$ cat config.mk
export PLATFORM = sky130hd
export DESIGN_NAME = serial_addsub_ctrl
export DESIGN_NICKNAME = d
export VERILOG_FILES = /design/src/rtl/serial_addsub_ctrl.sv
export SDC_FILE = /design/constraint.sdc
export NUM_CORES = 1
export LEC_CHECK = 0
export ABC_AREA = 1
export ABC_CLOCK_PERIOD_IN_PS = 3500
export CORE_UTILIZATION = 27
export DETAILED_ROUTE_END_ITERATION = 10
export DONT_BUFFER_PORTS = 1
export GPL_TIMING_DRIVEN = 0
export PLACE_DENSITY_LB_ADDON = 0.1
export SKIP_LAST_GASP = 1
export SLEW_MARGIN = 30
export SYNTH_ARGS = -nofsm -noshare
export SYNTH_HDL_FRONTEND = slang
export SYNTH_SLANG_ARGS = --single-unit
$ cat constraint.sdc
create_clock -name clk -period 3.5 [get_ports clk]
set_input_delay 0.7 -clock clk [delete_from_list [all_inputs] [get_ports clk]]
set_output_delay 0.7 -clock clk [all_outputs]
set_load 0.01 [all_outputs]
$ cat src/rtl/serial_addsub_ctrl.sv
// Nibble-serial adder/subtractor: one 4-bit slice per cycle, LS nibble first.
// Status flags are captured on the edge that writes the last slice.
module serial_addsub_ctrl #(
  parameter int NIBBLES = 4
) (
  input  logic                   clk,
  input  logic                   rst,
  input  logic                   start,
  input  logic                   sub,
  input  logic [4*NIBBLES-1:0]   a,
  input  logic [4*NIBBLES-1:0]   b,
  output logic                   busy,
  output logic                   done,
  output logic [4*NIBBLES-1:0]   result,
  output logic                   carry,
  output logic                   zero,
  output logic                   overflow
);

  localparam int W  = 4 * NIBBLES;
  localparam int IW = (NIBBLES > 1) ? $clog2(NIBBLES) : 1;

  typedef enum logic [1:0] {
    IDLE,
    RUN,
    DONE
  } state_t;

  state_t        state;
  state_t        state_next;
  logic [W-1:0]  a_r;
  logic [W-1:0]  b_r;
  logic [W-1:0]  result_next;
  logic [IW-1:0] idx;
  logic          cin;
  logic          sub_r;
  logic [3:0]    a_nib;
  logic [3:0]    b_nib;
  logic [4:0]    slice;
  logic          last;
  logic          load;

  // Slice datapath; result_next is the result with the current nibble merged.
  always_comb begin
    a_nib       = 4'(a_r >> {idx, 2'b00});
    b_nib       = 4'(b_r >> {idx, 2'b00});
    slice       = {1'b0, a_nib} + {1'b0, b_nib} + {4'b0, cin};
    result_next = result;
    result_next[{idx, 2'b00} +: 4] = slice[3:0];
    last        = (idx == IW'(NIBBLES - 1));
  end

  always_comb begin
    state_next = state;
    load       = 1'b0;
    unique case (state)
      IDLE: begin
        if (start) begin
          load       = 1'b1;
          state_next = RUN;
        end
      end
      RUN: begin
        if (last) begin
          state_next = DONE;
        end
      end
      DONE: begin
        if (start) begin
          load       = 1'b1;
          state_next = RUN;
        end else begin
          state_next = IDLE;
        end
      end
      default: state_next = IDLE;
    endcase
  end

  always_ff @(posedge clk) begin
    if (rst) begin
      state    <= IDLE;
      a_r      <= '0;
      b_r      <= '0;
      idx      <= '0;
      cin      <= 1'b0;
      sub_r    <= 1'b0;
      result   <= '0;
      carry    <= 1'b0;
      zero     <= 1'b0;
      overflow <= 1'b0;
    end else begin
      state <= state_next;
      if (load) begin
        a_r   <= a;
        b_r   <= sub ? ~b : b;
        cin   <= sub;
        sub_r <= sub;
        idx   <= '0;
      end else if (state == RUN) begin
        result <= result_next;
        cin    <= slice[4];
        idx    <= last ? '0 : idx + 1'b1;
        if (last) begin
          carry    <= slice[4] ^ sub_r;
          zero     <= ~|result_next;
          overflow <= (a_r[W-1] == b_r[W-1]) &&
                      (result_next[W-1] != a_r[W-1]);
        end
      end
    end
  end

  assign busy = (state == RUN);
  assign done = (state == DONE);

endmodule

==> results.cfg <==
[status]
outcome = complete, no violations

[yosys]
ys_top_cells_by_area = dfxtp_1, o21ai_0, nor2_1
ys_types = 31
synth-seq-area-share = 0.385
synthCells = 420
yosys_warnings = 0
synth_top_area_cell = dfxtp_1
synth_top_area_frac = 0.385
syn_area_mm2 = 0.00297
synth.avg_cell_area_um2 = 7.06
synth-seq-cells = 57
syn-num-nets = 467

[place]
port_buffers = 0
dpl_cell_area_mm2 = 0.00314
dp.cells = 556
gp_congestion = 0.821
hpwl_um = 6360

[grt]
grt_first_pass_wirelength_um = 14200
antenna_found_initial = 0
grt_pass1_vias = 2802
grtUsageTotal = 0.163
gr-total-overflow = 0
grt_max_degree = 13

[sta]
hold_violations = 0
slew_headroom = 0.610
worst_pin_slew_ns = 0.585
fmax_mhz = 312
rsz0062_at_grt = no
finalClockSkew_ns = 0.0164
hold-worst-slack_ns = 0.480
setup_viol = 0
min_period_ns = 3.21
slew_violations = 0
setup_tns_ns = 0
fin_crit_sh = 0.916

[clock_tree]
cts_buffer_depth = 2
clk_latency_ns = 0.34
cts_tree = done
cts_buffers = 9
cts_root_buffer = clkbuf_8
cts.sinks = 57
cts_setup_buffers = 0
cts_max_level = 3
clk_pin_slew_worst_paths_ns = 0.07

[pwr]
p_leak_nw = 1.48
ir_drop_v = 0.000159
powerDensity_mw_per_mm2 = 512
finalPower_mw = 1.71

[routing]
vias_per_cell = 4.65
antenna_left = 0
drtIter0Drc = 121
detail_route.wl_per_cell_um = 14.8
dr.pass1.iters = 4
drc = 0
totalWireLength_um = 8470
vias = 2658

[setup_path]
cp-start-kind = flop
crit_required_ns = 3.77
cp-end-kind = flop
worstSetupPathType = reg2reg
critical_path.max_fanout = 10
worst_ep_arrival_time_ns = 3.48

[cells_and_area]
stdcell_count = 572
fillers = 1175
regArea_mm2 = 0.00114
antenna_cells = 0
multiInputGateArea_mm2 = 0.00154
drive_gt1_frac = 0.0849
stdcell_area_mm2 = 0.00334
nets = 478
synthToLayoutAreaGrowth_pct = 12.6

[min_path]
hp-class = reg2reg

[die]
die_area_mm2 = 0.0114
num_rows = 37
die_h_um = 107
start_util = 0.282
ios = 57
die_width_um = 107
fp.coreArea_mm2 = 0.0105

[run]
maxCapViolCount = 0
==> placed cells by master (no fill, tap or decap), drive strengths merged, types with 9 or more instances in the layout <==
cell type	instances
a21oi	29
nand2	49
ha	9
xnor2	16
inv	54
o211ai	10
clkbuf	24
nor2	77
o21ai	59
nand3	13
dfxtp	57
==> path summary, 6_finish.rpt <==
| kind | startpoint | end | slack (ns) | depth (start not counted) |
|---|---|---|---|---|
| worst min register to register | a_r[8] | a_r[8] | 0.48 | 2 |
| worst max-delay path | idx[0] | zero | 0.29 | 17 |
| worst max register to register | idx[0] | zero | 0.29 | 17 |
| worst min-delay path | a_r[8] | a_r[8] | 0.48 | 2 |
==> critical path, cell delays in order (launching register included) <==
cell,delay (ns)
dfxtp_1,0.49
clkbuf_4,0.29
buf_2,0.24
o21ai_0,0.11
o22ai_1,0.26
fa_1,0.27
inv_1,0.06
fa_1,0.52
nor2_1,0.09
nand2_1,0.07
nor2_1,0.04
nor2_1,0.11
nand2_1,0.07
nor2_1,0.08
nand3b_1,0.08
nor2_1,0.12
nand3_1,0.11
a21oi_2,0.11
==> Yosys cell counts (all sizes together) <==
library cell	n
and2	1
a31oi	1
xnor2	16
nand3	13
nand3b	1
nor3	1
or2	2
o21bai	1
o211ai	10
nand4	5
nor2	77
o22ai	7
nand2	49
clkbuf	13
o21ai	59
fa	2
a21oi	29
dfxtp	57
a32oi	2
inv	54
buf	8
ha	9
o21a	1
a22oi	1
a21boi	1
==> where the power goes <==
| part | internal (mW) | leakage, nW | switching, mW |
|---|---|---|---|
| clock network | 0.331 | 0.0964 | 0.281 |
| registers | 0.703 | 0.471 | 0.0456 |
| logic | 0.125 | 0.908 | 0.225 |
==> through the flow <==
stage	util	worst slack [ns]
after global placement	0.298	0.107
after CTS	0.317	0.0982
after floorplan	-	0.830
after detailed placement	0.298	0.104
final	0.318	0.294
after global routing	0.318	0.00723
==> layer usage <==
layer  vias to the layer above  routed length [µm]  track usage
li1                       1389                   -            -
met5                         -                   0            0
met1                      1205                4010        0.203
met3                         4                 395       0.0480
met4                         0                  83       0.0587
met2                        60                3990        0.266
==> area by class of cell <==
cell class | count | share of cell area
flip-flops and latches | 57 | 0.342
multi-input cells | 288 | 0.460
well taps | 136 | 0.0509
inverters | 54 | 0.0607
plain buffers | 21 | 0.0281
clock buffers | 10 | 0.0382
clock inverters | 6 | 0.0206
==> timing repair <==
action,CTS,global route
setup endpoints to repair,0,1
hold endpoints to repair,0,0
hold buffers,0,0
resized for setup,0,8
==> sequential cells by signal (all words and copies together), names as in the netlist <==
signal / flops
cin: 1
result: 16
sub_r: 1
overflow: 1
idx: 2
carry: 1
a_r: 16
state: 2
b_r: 16
zero: 1
==> logic make-up (layout without fill, tap and decap cells) <==
group                      Yosys count  after routing  synth area share
adders and majority gates           11             11            0.0515
buffers and inverters               75             91            0.0978
xor gates and xnor gates            16             16            0.0472
and+or+nand+nor                    149            149             0.211
DFF                                 57             57             0.385
AOI/OAI and AO/OA                  112            112             0.208
Note: power is estimated with default switching activity, not from simulation.
==> patch 1, RTL diff (config.mk and constraints unchanged) <==
Change the parameter `NIBBLES` from 4 to 16.
--- a/src/rtl/serial_addsub_ctrl.sv
+++ b/src/rtl/serial_addsub_ctrl.sv
@@ -2,5 +2,5 @@
 // Status flags are captured on the edge that writes the last slice.
 module serial_addsub_ctrl #(
-  parameter int NIBBLES = 4
+  parameter int NIBBLES = 16
 ) (
   input  logic                   clk,
Interface: changed (resized a, b and result); port bits go from 57 to 201. The function was not compared with the original's and may differ.
==> patch 1 against the original RTL <==
The flow now finishes with violations (setup timing); sequential cell count grew 146; worst setup slack lost 0.59 ns; fmax shrank 16%; critical path type unchanged; routed wire length grew to 4.8 times the old value; first-iteration DRC count grew to 4.3 times the old value; cell area grew to 3.8 times the old value; utilization grew 1.5 points; total power grew to 3.9 times the old value; synthesized area grew to 3.5 times the old value.
==> patch 1: results (changes against the original RTL) <==
- The power of the combinational group is 1.22 mW (was 350 uW).
- Cell chosen for the clock root: clkbuf_16 (was clkbuf_8)
- The adder and majority cell fraction of the synthesized area came to 1.22% (was 5.15%).
- The number of search-and-repair iterations in the first detailed-routing pass is 5 (was 4).
- The global-route track usage on met2 came to 36.9% (was 26.6%).
* Setup-failing EPs final: 3 (was 0)
- Synth cell types: 37 (was 31)
- Met3 Resource Use GR: 5.63% (was 4.80%)
- Mean area per synthesized cell: 6.76 um2 (was 7.06 um2)
* Count of flip-flops and latches: 203 (was 57)
- Met2 wire length: 20000 um (was 3990 um)
- Reg2Reg Depth: 23 (was 17)
- Share of post-route cells with drive strength above 1: 10.7% (was 8.49%)
- First-pass GRT wire length: 60900 um (was 14200 um)
- The non-clock inverter count in the final layout was 145 (was 54).
* Number of buffers created by CTS: 26 (was 9)
- The number of H-tree levels is 1 (was 3).
- The fill cell total of the finished layout was 4259 (was 1175).
- Post-CTS sizing: 107 (was 0)
* Count of clock-net buffers in the final layout: 35 (was 10)
- Routed wirelength normalized by instance count: 19.0 um (was 14.8 um)
* Detailed placement HPWL: 30900 um (was 6360 um)
* Result of the run: complete, but fails checks (was completed)
- Number of DRC markers in iteration 0: 521 (was 121)
- The largest clock skew in the final design is 0.0175 ns (was 0.0164 ns).
- Critical path arrival: 4.23 ns (was 3.48 ns)
* Part of the total power dissipated in the clock network: 41.6% (was 35.8%)
- The via count of the first global-routing pass is 9938 (was 2802).
- The final reports fail on setup timing.
- Worst VDD drop: 279 uV (was 159 uV)
- Combinational share of power: 18.3% (was 20.5%)
- The share of final layout cell area taken by non-clock buffers is 7.22% (was 2.81%).
- Number of antenna violations at the first check in global routing: 1 (was 0)
- Number of nets in the final layout: 1741 (was 478)
* Routing usage on met1: 24.2% (was 20.3%)
- The highest cell delay on the worst timing path was 0.59 ns (was 0.52 ns).
- Leading cell types by total area after synthesis: dfxtp_1 (39%), o21ai_0 (12%), nor2_1 (9.6%) (was dfxtp_1 (38%), o21ai_0 (10%), nor2_1 (9.6%))
- Leakage Power: 5.42 nW (was 1.48 nW)
* Largest regs: a_r (64), b_r (64), result (64) (was a_r (16), b_r (16), result (16))
- The detailed route wirelength on metal3 came to 2730 um (was 395 um).
* Net Sw Power: 2.02 mW (was 551 uW)
- The instance count after placement with tap cells included is 2055 (was 556).
* Number of cells in the finished layout apart from fillers: 2127 (was 572)
- The worst setup slack after layout came to -0.296 ns (was 0.294 ns).
- The class of the most critical hold timing path is in -> reg (was reg -> reg).
- The clock network area share came to 6.91% (was 5.88%).
* Overall routing resource usage: 20.6% (was 16.3%)
* Placement Cell Area: 11100 um2 (was 3140 um2)
- Setup TNS: -0.690 ns (was 0 ns)
- Postcts setup bufs: 26 (was 0)
- The global placer's final weighted congestion came to 0.858 (was 0.821).
- The latest clock arrival within the worst-skew pair was 0.55 ns (was 0.34 ns).
patch 1: cell types whose count changed in the layout (fill, tap and decap cells not counted), sizes merged, moves of 5 or more:
cell / delta
inv: +90
buf: +43
xnor2: +48
dfxtp: +146
o22ai: +6
nor2: +202
a21oi: +73
o211ai: +30
nand2: +211
nand4: -5
nand3: +44
o21ai: +197
clkbuf: +90
patch 1: worst min-delay path by stage:
stage / to / slack [ns] / startpoint
2_1_floorplan: sub_r$_SDFFE_PP0P_ / 0.44 / sub_r$_SDFFE_PP0P_
3_3_place_gp: sub_r$_SDFFE_PP0P_ / 0.45 / sub_r$_SDFFE_PP0P_
3_5_place_dp: sub_r$_SDFFE_PP0P_ / 0.46 / sub_r$_SDFFE_PP0P_
4_1_cts: a_r[19]$_SDFFE_PP0P_ / 0.30 / a[19]
5_1_grt: a_r[44]$_SDFFE_PP0P_ / 0.32 / a[44]
6_report: a_r[39]$_SDFFE_PP0P_ / 0.32 / a[39]
==> patch 2, RTL diff (same settings) <==
Made on the original files. Encoding of `state_t`: now one-hot (3 bits for 3 states).
--- a/src/rtl/serial_addsub_ctrl.sv
+++ b/src/rtl/serial_addsub_ctrl.sv
@@ -21,8 +21,8 @@
   localparam int IW = (NIBBLES > 1) ? $clog2(NIBBLES) : 1;
 
-  typedef enum logic [1:0] {
-    IDLE,
-    RUN,
-    DONE
+  typedef enum logic [2:0] {
+    IDLE = 3'b001,
+    RUN  = 3'b010,
+    DONE = 3'b100
   } state_t;
 
Behaviour: same outputs for any inputs over 10 cycles, from zero or initial values and one cycle with rst high; not proved beyond that.
==> patch 2 against the original RTL <==
Count of clock-buffer cells in the layout rose by 3; cell area up 7.1%; sequential cell count rose by 1; largest power group is now the clock network; worst setup slack better by 0.017 ns; total power is 3.8% higher; global-route usage about the same; sequential share of layout area fell by 1.7 points; synthesized area rose by 5.5%; via count is 1.9% higher; routed wire length is 5.7% higher.
==> patch 2: results (changes against the original RTL) <==
* Leading cell types by total area after synthesis: dfxtp_1 (37%), nor2_1 (8.8%), nand2_1 (8.2%) (was dfxtp_1 (38%), o21ai_0 (10%), nor2_1 (9.6%))
- Number of nets in the final layout: 486 (was 478)
- Fraction of standard cell area in multi-input logic: 44.8% (was 46.0%)
- Number of vias per cell: 4.64 (was 4.65)
- Result of the run: completed (unchanged)
- The worst slew margin relative to its limit came to 57.9% (was 61.0%).
- Overall routing resource usage: 16.3% (about the same)
- The sequential portion of the cell area is 32.5% (was 34.2%).
- The number of clock buffer instances in the layout is 13 (was 10).
* Cell chosen for the clock root: clkbuf_16 (was clkbuf_8)
- Share of post-route cells with drive strength above 1: 9.91% (was 8.49%)
- The power share of the clock group was 44.4% (was 35.8%).
- Non-clock buffer instance count of the final layout: 22 (was 21)
* Synthesized netlist net count: 475 (was 467)
- The share of final layout cell area taken by non-clock buffers was 4.44% (was 2.81%).
- Leading post-synthesis cells by instance count: nor2_1 (73), nand2_1 (68), dfxtp_1 (58) (was nor2_1 (76), o21ai_0 (59), dfxtp_1 (57)).
- Crit path max-delay family: simple AND/OR/NAND/NOR gates (was adder cells)
- Share of synthesized area occupied by flip-flops and latches: 37.1% (was 38.5%)
* Setup Skew: 0.00887 ns (was 0.0164 ns)
* Detailed placement HPWL: 6710 um (was 6360 um)
* Number of global-route vias before repair: 2659 (was 2802)
- CTS sink cnt: 58 (was 57)
- The global placer's final weighted congestion was 0.785 (was 0.821).
* Register clock-pin slew on the reported worst setup and hold paths: 0.05 ns (was 0.07 ns)
* Number of multi-input logic gates: 295 (was 288)
- Number of DRC markers in iteration 0: 127 (was 121)
* Worst VDD drop: 293 uV (was 159 uV)
* Detailed-router iteration count before antenna repair: 5 (was 4)
- The clock network area share is 7.41% (was 5.88%).
* Sw Share: 26.9% (was 32.2%)
* Leakage Power: 1.56 nW (was 1.48 nW)
- Non-clock inverter instance count of the final layout: 53 (was 54)
-- patch 2: cell types whose count changed in the layout (fill, tap and decap cells not counted), sizes merged, moves of 3 or more --
| cell | delta |
|---|---|
| buf | +5 |
| nand3 | +10 |
| a21oi | -16 |
| a211oi | +6 |
| nand2 | +20 |
| o31ai | +9 |
| o21bai | +3 |
| o21ai | -14 |
| inv | -3 |
-- patch 2: final timing paths --
check                            from            endpoint  slack, ns  cells past startpoint
hold / removal     sub_r$_SDFFE_PP0P_  sub_r$_SDFFE_PP0P_       0.46                      2
hold reg to reg    sub_r$_SDFFE_PP0P_  sub_r$_SDFFE_PP0P_       0.46                      2
setup reg to reg  idx[0]$_SDFFE_PP0P_   zero$_SDFFE_PP0P_       0.31                     18
setup / recovery  idx[0]$_SDFFE_PP0P_   zero$_SDFFE_PP0P_       0.31                     18
-- patch 2: per-layer routing --
layer  part of all wire [%]  vias to the layer above  GRT usage (%)
met5                      0                        -              0
met4                   0.93                        0           5.43
met3                    4.5                        8           4.39
met2                     47                       59           27.2
met1                     48                     1221           20.2
li1                       -                     1421              -
-- patch 2: metrics by stage --
step | hold slack [ns] | cells | instance area [um2] | setup WS [ns]
6_report | 0.455 | 584 | 3580 | 0.310
3_3_place_gp | 0.448 | 568 | 3300 | 0.0945
3_5_place_dp | 0.449 | 568 | 3300 | 0.0841
2_1_floorplan | 0.423 | 428 | 3130 | 0.802
4_1_cts | 0.457 | 584 | 3570 | 0.0690
5_1_grt | 0.479 | 584 | 3580 | 0.00698
-- patch 2: logic make-up after synthesis --
logic type,count (synthesis),synth area share (%)
fa+ha+maj,11,4.88
compound gates,96,19.2
xor+xnor,17,4.76
buf+inv,75,11.7
simple gates,171,22.4
flops,58,37.1
